### src/rtl/toggle_rate_sequencer.sv
// Steps the TOGGLE_RATE level fed to logic_slr from a start level to an end level,
// holding each level for a programmable dwell, with ramp, loop, triangle and hold modes.
module toggle_rate_sequencer #(
  parameter int DWELL_WIDTH = 24,
  parameter int RATE_MAX    = 100
) (
  input  logic                   clk,
  input  logic                   rst,
  input  logic                   start,
  input  logic                   abort,
  input  logic [1:0]             mode,
  input  logic [6:0]             rate_start,
  input  logic [6:0]             rate_end,
  input  logic [6:0]             rate_step,
  input  logic [DWELL_WIDTH-1:0] dwell,
  output logic [6:0]             toggle_rate,
  output logic                   busy,
  output logic                   done,
  output logic                   step_strobe,
  output logic [7:0]             level_count
);

  typedef enum logic {IDLE, RUN} state_t;

  localparam logic [6:0] RMAX = 7'(RATE_MAX);

  state_t                 state;
  logic [1:0]             mode_s;
  logic [6:0]             start_s, end_s, step_s;
  logic [DWELL_WIDTH-1:0] dwell_s, cnt;
  logic                   fwd;

  logic [6:0]             lat_start, lat_end, lat_step;
  logic [DWELL_WIDTH-1:0] lat_dwell;
  logic                   ramp_up, dir_up, at_tgt, hold_mode, next_fwd;
  logic [6:0]             tgt, next_rate;

  function automatic logic [6:0] clamp_rate(input logic [6:0] v);
    return (v > RMAX) ? RMAX : v;
  endfunction

  // One step from cur toward tgt, never overshooting tgt and never wrapping.
  function automatic logic [6:0] step_toward(input logic [6:0] cur, input logic [6:0] stp,
                                             input logic [6:0] tg, input logic up);
    logic [7:0] sum;
    sum = {1'b0, cur} + {1'b0, stp};
    if (up)
      return (sum >= {1'b0, tg}) ? tg : sum[6:0];
    else if (cur < stp)
      return tg;
    else
      return ((cur - stp) < tg) ? tg : (cur - stp);
  endfunction

  assign lat_start = clamp_rate(rate_start);
  assign lat_end   = clamp_rate(rate_end);
  assign lat_step  = (rate_step == 7'd0) ? 7'd1 : rate_step;
  assign lat_dwell = (dwell == '0) ? DWELL_WIDTH'(1) : dwell;

  // fwd means travelling from the start level toward the end level.
  assign ramp_up   = (end_s >= start_s);
  assign tgt       = fwd ? end_s : start_s;
  assign dir_up    = fwd ? ramp_up : !ramp_up;
  assign at_tgt    = (toggle_rate == tgt);
  assign hold_mode = (mode_s == 2'd3) || ((mode_s == 2'd2) && (start_s == end_s));

  always_comb begin
    next_rate = toggle_rate;
    next_fwd  = fwd;
    if (!at_tgt) begin
      next_rate = step_toward(toggle_rate, step_s, tgt, dir_up);
    end else if (mode_s == 2'd1) begin
      next_rate = start_s;
    end else if (mode_s == 2'd2) begin
      next_fwd  = !fwd;
      next_rate = step_toward(toggle_rate, step_s, fwd ? start_s : end_s, !dir_up);
    end
  end

  always_ff @(posedge clk or posedge rst) begin
    if (rst) begin
      state       <= IDLE;
      mode_s      <= 2'd0;
      start_s     <= 7'd0;
      end_s       <= 7'd0;
      step_s      <= 7'd0;
      dwell_s     <= '0;
      cnt         <= '0;
      fwd         <= 1'b0;
      toggle_rate <= 7'd0;
      busy        <= 1'b0;
      done        <= 1'b0;
      step_strobe <= 1'b0;
      level_count <= 8'd0;
    end else begin
      step_strobe <= 1'b0;
      done        <= 1'b0;
      if (abort) begin
        state       <= IDLE;
        busy        <= 1'b0;
        toggle_rate <= 7'd0;
      end else begin
        case (state)
          IDLE: begin
            if (start) begin
              state       <= RUN;
              mode_s      <= mode;
              start_s     <= lat_start;
              end_s       <= lat_end;
              step_s      <= lat_step;
              dwell_s     <= lat_dwell;
              cnt         <= lat_dwell;
              fwd         <= 1'b1;
              toggle_rate <= lat_start;
              busy        <= 1'b1;
              step_strobe <= 1'b1;
              level_count <= 8'd1;
            end
          end
          RUN: begin
            if (cnt > DWELL_WIDTH'(1)) begin
              cnt <= cnt - DWELL_WIDTH'(1);
            end else if (hold_mode) begin
              cnt <= cnt;
            end else if (at_tgt && (mode_s == 2'd0)) begin
              state <= IDLE;
              busy  <= 1'b0;
              done  <= 1'b1;
            end else begin
              toggle_rate <= next_rate;
              fwd         <= next_fwd;
              cnt         <= dwell_s;
              step_strobe <= 1'b1;
              if (level_count != 8'hFF) level_count <= level_count + 8'd1;
            end
          end
          default: state <= IDLE;
        endcase
      end
    end
  end

endmodule

### config.mk
export PLATFORM = sky130hd
export DESIGN_NAME = toggle_rate_sequencer
export DESIGN_NICKNAME = d
export VERILOG_FILES = /design/src/rtl/toggle_rate_sequencer.sv
export SDC_FILE = /design/constraint.sdc
export NUM_CORES = 1
export LEC_CHECK = 0
export ABC_AREA = 1
export BUFFER_PORTS_ARGS = -buffer_cell sky130_fd_sc_hd__buf_2
export CAP_MARGIN = 15
export CORE_MARGIN = 2
export CORE_UTILIZATION = 50
export DETAILED_ROUTE_END_ITERATION = 6
export PLACE_DENSITY = 0.73
export SYNTH_ARGS = -nofsm -noshare
export SYNTH_HDL_FRONTEND = slang
export SYNTH_SLANG_ARGS = --single-unit
### constraint.sdc
create_clock -name clk -period 4.2 [get_ports clk]
set_input_delay 0.21 -clock clk [delete_from_list [all_inputs] [get_ports clk]]
set_output_delay 0.21 -clock clk [all_outputs]
set_load 0.005 [all_outputs]
== Word level (Yosys, flattened, before mapping) ==
Cells that the tools add are included.
W data, S select, Z words.
Storage, ports and cells
  register bits after elaboration: 91
  input bits: 51
  output and inout bits: 18
  word-level logic and storage cells: 127
Operators by class
  add/subtract/negate cells: 4
  magnitude comparators: 9
  eq/ne operators: 22
  multiplexer cells: 63
  bitwise gates (word level): 2
  reductions and logical operators: 14
Operator list (number)
  $mux W7: 21
  $mux W24: 5
  $pmux W24 S2: 1
  $mux W8: 5
  $mux W1: 25
  $gt A24 B1 Y1 const B: 1
  $logic_not A24 Y1: 1
  $sub A24 B1 Y24 const B: 1
  $lt A7 B7 Y1: 3
  $ge A8 B7 Y1: 2
  $pmux W8 S2: 1
  $ne A3 B3 Y1 const B: 5
  $eq A7 B7 Y1: 2
  $gt A7 B7 Y1 const B: 2
  $pmux W7 S2: 1
  $ne A2 B2 Y1 const B: 5
  $add A7 B7 Y8: 1
  $add A8 B1 Y8 const B: 1
  $ne A8 B8 Y1 const B: 1
  $pmux W1 S2: 4
  $reduce_and A4 Y1: 2
  $reduce_and A8 Y1: 1
  $ge A7 B7 Y1: 1
  $logic_not A7 Y1: 1
  other kinds (14): 21

== Logic depth before layout (Yosys ltp) ==
Gate-level depths: netlist of run 1.
  word-level depth: 13
  gate-level depth with buffers: 23
  depth with buffers taken out: 22

== Worst setup path after synthesis of run 1 ==
No wires, ideal clock.
  path kind: register to register
  from: register toggle_rate[0]
  to: register toggle_rate[2]
  setup time: 77 ps
  arrival time: 2854 ps
  data required time: 4123 ps
  setup slack: 1269 ps
  stages on the path, launching flop included: 19
  buffers on the path: 0
  clock period less this slack: 2931 ps
  cells stage by stage: dfrtp_1 inv_1 ha_1 inv_1 fa_1 a31o_2 xor2_1 inv_1 ha_1 a21oi_1 nand3b_1 nand3_2 nand2_1 nand2_1 nand3_1 nand3_1 nand2_1 nand3_1 a21oi_1
On the way
  longest elaborated chain between the ends: 13
  elaborated cells between the ends (all ways): 28
  those cells by class: add/sub: 2; order compare: 5; eq/ne: 3; mux: 16; reduce/logical: 2
Ends and longest elaborated chain
  start, declared: RTL line 16  | output logic [6:0] toggle_rate,
  start signal, assigned: RTL line 114  | toggle_rate <= lat_start;
  start signal, assigned: RTL line 130  | toggle_rate <= next_rate;
  $sub A7 B7 Y7: RTL line 52  | return ((cur - stp) < tg) ? tg : (cur - stp);
  $lt A7 B7 Y1: RTL line 52
  $mux W7: RTL line 52
  $mux W7: RTL line 49  | else if (cur < stp)
  $mux W7: RTL line 47  | if (up)
  $mux W7: RTL line 74  | end else if (mode_s == 2'd2) begin
  $mux W7: RTL line 72  | end else if (mode_s == 2'd1) begin
  $mux W7: RTL line 70  | if (!at_tgt) begin
  $mux W7: RTL line 125  | end else if (at_tgt && (mode_s == 2'd0)) begin
  $mux W7: RTL line 123  | end else if (hold_mode) begin
  $mux W7: RTL line 121  | if (cnt > DWELL_WIDTH'(1)) begin
  $pmux W7 S2: RTL line 103  | case (state)
  $mux W7: RTL line 98  | if (abort) begin
Parallel ways exist; a longest one is shown, timed or not. The select of a mux whose other input is x is not followed.
A chain may end at the register's enable or synchronous reset.

== Worst setup path after layout of run 1 ==
Ends and elaborated chain as after synthesis.

==> results of run 1 <==
layer usage:
| metal | part of all wire [%] | GRT usage, % | wire length [um] | vias up |
|---|---|---|---|---|
| li1 | - | - | - | 3468 |
| met1 | 45 | 37.43 | 8748 | 3217 |
| met2 | 46 | 41.83 | 8996 | 230 |
| met3 | 6.4 | 4.029 | 1257 | 39 |
| met4 | 2.6 | 9.659 | 501 | 2 |
| met5 | 0.036 | 0 | 7 | - |
cell usage in the layout (no fill, tap or decap), drive strengths merged, types with 2 or more instances in the layout:
master   synthesis  routed
xnor2            9       9
and3             2       2
o22ai            3       3
a21oi           52      52
nand2          243     243
a21o             3       3
a2bb2oi          4       4
buf             17      79
ha              48      48
dfrtp           91      91
o211ai           8       8
nor4            10      10
o221ai           5       5
nand3          115     115
clkinv           3       6
nor2            79      79
nand4           15      15
o21ai          105     105
inv            123     124
nor3            11      11
nand3b           3       3
clkbuf          18      11
fa               2       2
a31oi            4       4
xor2            21      21
final timing paths:
| path | from | slack (ns) | to | cells past startpoint |
|---|---|---|---|---|
| setup / recovery | toggle_rate[0] | 0.76 | toggle_rate[2] | 18 |
| hold / removal | rst | 0.05 | dwell_s[2] | 2 |
| setup reg to reg | toggle_rate[0] | 0.76 | toggle_rate[2] | 18 |
| hold reg to reg | busy | 0.47 | busy | 2 |
| max in group asynchronous | rst | 3.29 | level_count[3] | 3 |
| min in group clk | mode[1] | 0.08 | mode_s[1] | 3 |
stage by stage:
step / power, W / util (%) / hold WS [ns] / instances / instance area [um^2]
CTS: 0.005181 / 56.78 / 0.07935 / 1247 / 7913
finish: 0.005241 / 56.78 / 0.04735 / 1247 / 7913
detailed placement: 0.004360 / 54.72 / 0.4462 / 1231 / 7625
global placement: 0.004308 / 54.72 / 0.4187 / 1231 / 7625
floorplan: 0.003629 / - / 0.3196 / 1007 / 7183
global route: 0.005713 / 56.78 / 0.08929 / 1247 / 7913
layout make-up:
class | count | area [um^2]
fillers | 1322 | 6022
multi-input cells | 755 | 4224
flip-flops and latches | 91 | 2277
inverters | 126 | 475.5
repair buffers | 79 | 422.9
clock buffers | 11 | 252.7
well taps | 180 | 225.2
clock inverters | 5 | 35.03
Yosys cell counts (8+ instances only):
cell	n	area share, %
nand2_1	232	12
inv_1	114	6.0
nand3_1	107	7.5
dfrtp_1	91	32
o21ai_0	82	5.7
nor2_1	71	3.7
a21oi_1	50	3.5
ha_1	48	8.4
xor2_1	21	2.6
o21ai_1	19	1.3
clkbuf_1	18	0.94
nand4_1	15	1.3
nand2_2	10	0.87
nor4_1	10	0.87
buf_6	9	1.4
inv_2	9	0.47
nor3_1	9	0.63
o211ai_1	8	0.84
xnor2_1	8	0.98
power by group:
group          internal, W  switching (W)  leakage [nW]  total (W)
Combinational      0.00114        0.00204          2.69    0.00317
Clock             0.000435       0.000371         0.142   0.000806
Sequential         0.00105       0.000212          1.13    0.00126
worst register-to-register path, stage by stage, from the launching register on:
cell and delay (ns):
dfrtp_1 0.40, inv_1 0.10, ha_1 0.15, inv_1 0.07
fa_1 0.42, a31o_2 0.26, xor2_1 0.22, inv_1 0.12
ha_1 0.30, a21oi_1 0.14, nand3b_1 0.15, nand3_2 0.17
nand2_1 0.23, nand2_1 0.08, nand3_1 0.10, nand3_1 0.08
nand2_1 0.09, nand3_1 0.08, a21oi_1 0.19
cells by family (layout without fill, tap and decap cells):
group / count (synthesis) / in the layout
AND/OR/NAND/NOR: 482 / 482
AO/OA/AOI/OAI: 193 / 193
buffers and inverters: 161 / 221
flip-flops: 91 / 91
adder cells (fa/ha/maj): 50 / 50
XOR/XNOR: 30 / 30
flip-flops by register name, indices dropped and copies added (netlist names), 2 cells and up:
name,count
start_s,7
cnt,24
end_s,7
mode_s,2
level_count,8
dwell_s,24
step_s,7
toggle_rate,7
==> qor.yml, run 1 <==
yosysSeqAreaShare_pct: 31.70
post-route-drc-count: 0
vias: 6956
nets: 1163
layout_setup_ws_ns: 0.7588
cts_buffer_depth: 2
vias_per_cell: 5.578
async_flop_share_pct: 100.0
synthSimpleGateAreaFrac_pct: 30.55
worstSetupPathType: "register to register"
antenna_found_initial: 1
vdd_ir_drop_max_mv: 0.2590
finalWirelength_mm: 19.51
hp-class: "input port to async pin"
cp-end-kind: "register"
gp_congestion: 0.9342
synth_xor_area_share_pct: 3.762
io_pins: 69
area_growth_pct: 10.16
dp_hpwl_mm: 14.60
fp-row-count: 43
track_usage_pct: 26.67
diodes: 0
final_max_slew_viol_count: 0
drt_iter0_drc: 706
cts_tree: "built"
wl_per_cell_um: 15.65
status: "complete, no violations"
synth_edf_count: 0
crit_path_max_incr_delay_ns: 0.42
antenna_left: 0
cp-start-kind: "register"
tns_ns: 0
max-slew-margin-rel_pct: 29.02
fin_crit_ns: 3.441
synth_compound_area_share_pct: 15.54
fin_skew_ns: 0.008194
timing.fmax_mhz: 290.6
cap_violations: 0
io_buffers: 68
finalSetupViolations: 0
syn_inst: 1007
grt_overflow: 0
path_delay_family: "simple AND/OR/NAND/NOR gates"
synth_top_family_by_area: "simple AND/OR/NAND/NOR gates"
clockRootBuffer: "clkbuf_16"
finalCritPeriodShare_pct: 81.93
clkLatencyLatePin_ns: 0.36
drtPass1Iterations: 5
synthesis.nets: 1108
path_clk_slew_ns: 0.07
synthAdderAreaFrac_pct: 8.918
cpMaxStageDelayCell: "fa_1"
worstPathCellList: "inv_1 -> ha_1 -> inv_1 -> fa_1 -> a31o_2 -> xor2_1 -> inv_1 -> ha_1 -> a21oi_1 -> nand3b_1 -> nand3_2 -> nand2_1 -> nand2_1 -> nand3_1 -> nand3_1 -> nand2_1 -> nand3_1 -> a21oi_1"
synth_flop_cell: "dfrtp_1"
die-area_um2: 15340
grt_max_degree: 71
die_height_um: 123.9
cp.required_ns: 4.47
grt_pass1_vias: 6333
die_w_um: 123.9
synth_mux_area_share_pct: 0
synth_seq_cells: 91
synth_area_um2: 7183
cts_buffers: 9
p_leak_nw: 3.960
grt_setup_unrepaired: "false"
critical_path_peak_fanout: 8
pre_cts_ws_ns: 0.8561
avgSynthCellArea_um2: 7.133
cts_resized: 0
crit_arrival_ns: 3.71
start_util_pct: 51.55
ctsHoldBuffers: 0
core_um2: 13930
tightest_slew_ns: 1.065
path_buf_inv: 3
hold_viol: 0
drive_gt1_share_pct: 13.96
yosysUniqueCellTypes: 55
postCtsSetupBuffers: 0
grt_pass1_wl_mm: 31.88
htree_num_levels: 3
clock_sinks: 91
yosys_warnings: 0
power_density_nw_per_um2: 662.4
(Power assumes the default switching activity.)
==> run 2: changes to the inputs <==
Settings changed: PLACE_DENSITY 0.73 to 0.76.
Clock period 4.2 ns to 3.1 ns, I/O delays scaled along.
==> qor.yml, run 2 (synthesized netlist as in run 1, its figures left out) <==
status: "complete, no violations"
cts_buffers: 9  # unchanged
mostFrequentLayoutCells: "nand2_1, inv_1, nand3_1"
finalCritPeriodShare_pct: 96.43  # +14 points
fp-row-count: 43  # unchanged
hold_ws_ns: 0.01223  # -0.03512 ns
track_usage_pct: 27.61  # +0.94 points
drtPass1Iterations: 5  # unchanged
grt_overflow: 0  # unchanged
gp_congestion: 0.9453  # +1.2%
grt_pass1_vias: 6490  # +2.5%
final_cells: 1295  # +3.8%
wl_per_cell_um: 15.97  # +2.0%
io_pins: 69  # unchanged
path_clk_slew_ns: 0.07  # about the same
cp-end-kind: "register"
critical_path_peak_fanout: 6  # -2
io_buffers: 68  # unchanged
die_height_um: 123.9  # unchanged
fin_crit_ns: 2.989  # -0.4518 ns
final_max_slew_viol_count: 0  # unchanged
max-slew-margin-rel_pct: 34.47  # +5.5 points
antenna_found_initial: 2  # +1
finalSetupViolations: 0  # unchanged
placed_cell_area_um2: 7918  # +3.8%
regArea_um2: 2282  # +0.22%
finalWirelength_mm: 20.68  # +6.0%
layout_commonest_cell: "nand2_1"
worstSetupPathType: "register to register"
nets: 1211  # +4.1%
die_w_um: 123.9  # unchanged
area_growth_pct: 18.90
cts_buffer_depth: 2  # unchanged
dp.cells: 1270  # +3.2%
htree_num_levels: 3  # unchanged
cpMaxStageDelayCell: "dfrtp_1"
power_density_nw_per_um2: 965.9  # +46%
hold_viol: 0  # unchanged
path_delay_family: "adder cells"
die-area_um2: 15340  # unchanged
diodes: 0  # unchanged
clockRootBuffer: "clkbuf_16"
vdd_ir_drop_max_mv: 0.5102  # +97%
worstPathCellList: "inv_2 -> ha_4 -> inv_2 -> fa_2 -> a31o_4 -> xor2_2 -> inv_2 -> ha_4 -> nand4_1 -> a21o_1 -> nand3_4 -> nand2_4 -> buf_4 -> nand2_1 -> nand3_1 -> nand2_1 -> nand2_1 -> nand3_1 -> a21oi_1"
fillers: 1266  # -4.2%
antenna_left: 0  # unchanged
drive_gt1_share_pct: 21.52  # +7.6 points
multi_input_area_um2: 4511  # +6.8%
vias_per_cell: 5.577  # about the same
vias: 7222  # +3.8%
start_util_pct: 51.55  # unchanged
cap_violations: 0  # unchanged
clock_sinks: 91  # unchanged
p_leak_nw: 4.216  # +6.4%
crit_path_max_incr_delay_ns: 0.41  # about the same
cp.required_ns: 3.34  # -1.13 ns
timing.fmax_mhz: 334.5  # +15%
crit_arrival_ns: 3.23  # -0.48 ns
top_regs: "cnt (24), dwell_s (24), level_count (8)"
fin_skew_ns: 0.006161  # -0.002033 ns
grt_max_degree: 62  # -13%
clkLatencyLatePin_ns: 0.35  # about the same
grt_setup_unrepaired: "true"
hp-class: "input port to register"
cp-start-kind: "register"
grt_pass1_wl_mm: 32.78  # +2.8%
cts_tree: "built"
tightest_slew_ns: 0.9813  # -0.08337 ns
post-route-drc-count: 0  # unchanged
finalInstanceArea_um2: 8541  # +7.9%
core_um2: 13930  # unchanged
dp_hpwl_mm: 15.50  # +6.2%
path_buf_inv: 4  # +1
drt_iter0_drc: 596  # -16%
==> run 2: stage by stage <==
step                setup slack (ns)  utilization, %  total power [W]  TNS, ns
detailed placement          -0.04017           56.82         0.006399  -0.1893
floorplan                     0.1688               -         0.004917        0
CTS                          0.04505           58.93         0.007494        0
finish                        0.1106           61.29         0.008250        0
global route                -0.04741           61.29         0.008934  -0.2300
global placement             0.06480           56.82         0.006385        0
==> run 2: routing by layer <==
metal / wire length, um / part of all wire, % / global-route usage, % / up-vias
met5: 7 / 0.034 / 0 / -
met4: 391 / 1.9 / 7.884 / 2
met3: 1302 / 6.3 / 4.853 / 34
met2: 9725 / 47 / 44.88 / 244
met1: 9249 / 45 / 37.85 / 3392
li1: - / - / - / 3550
==> run 2: what timing repair did <==
| action | CTS | global route |
|---|---|---|
| resized for setup | 3 | 51 |
| setup endpoints to repair | 7 | 10 |
| pin swaps | 0 | 22 |
| gates cloned | 0 | 1 |
| endpoints found under the hold margin | 49 | 0 |
| setup buffers | 0 | 8 |
| hold buffers | 1 | 0 |
==> run 2: tightest hold or removal path, delay by kind of cell <==
family	cells	cell delay, ns
buf+inv	1	0.08
compound gates	1	0.05
simple gates	1	0.04
==> run 2: power breakdown <==
part	internal (W)	leakage [nW]	switching [W]
logic	0.00229	2.96	0.00324
registers	0.00143	1.13	0.000279
clock network	0.000544	0.133	0.000478
==> run 2: final timing paths <==
check | cells past startpoint | endpoint | startpoint | slack [ns]
max in group asynchronous | 4 | done | rst | 1.87
min in group asynchronous | 3 | dwell_s[3] | rst | 0.44
max reg2reg | 19 | toggle_rate[6] | toggle_rate[0] | 0.11
min reg2reg | 2 | busy | busy | 0.48
max | 19 | toggle_rate[6] | toggle_rate[0] | 0.11
min | 3 | mode_s[1] | mode[1] | 0.01
==> run 2: final cells by class <==
type	instances	share of cell area, %
repair buffers	126	9.112
inverters	126	5.567
flip-flops and latches	91	26.72
well taps	180	2.637
clock inverters	6	0.4688
multi-input cells	756	52.81
clock buffers	10	2.681
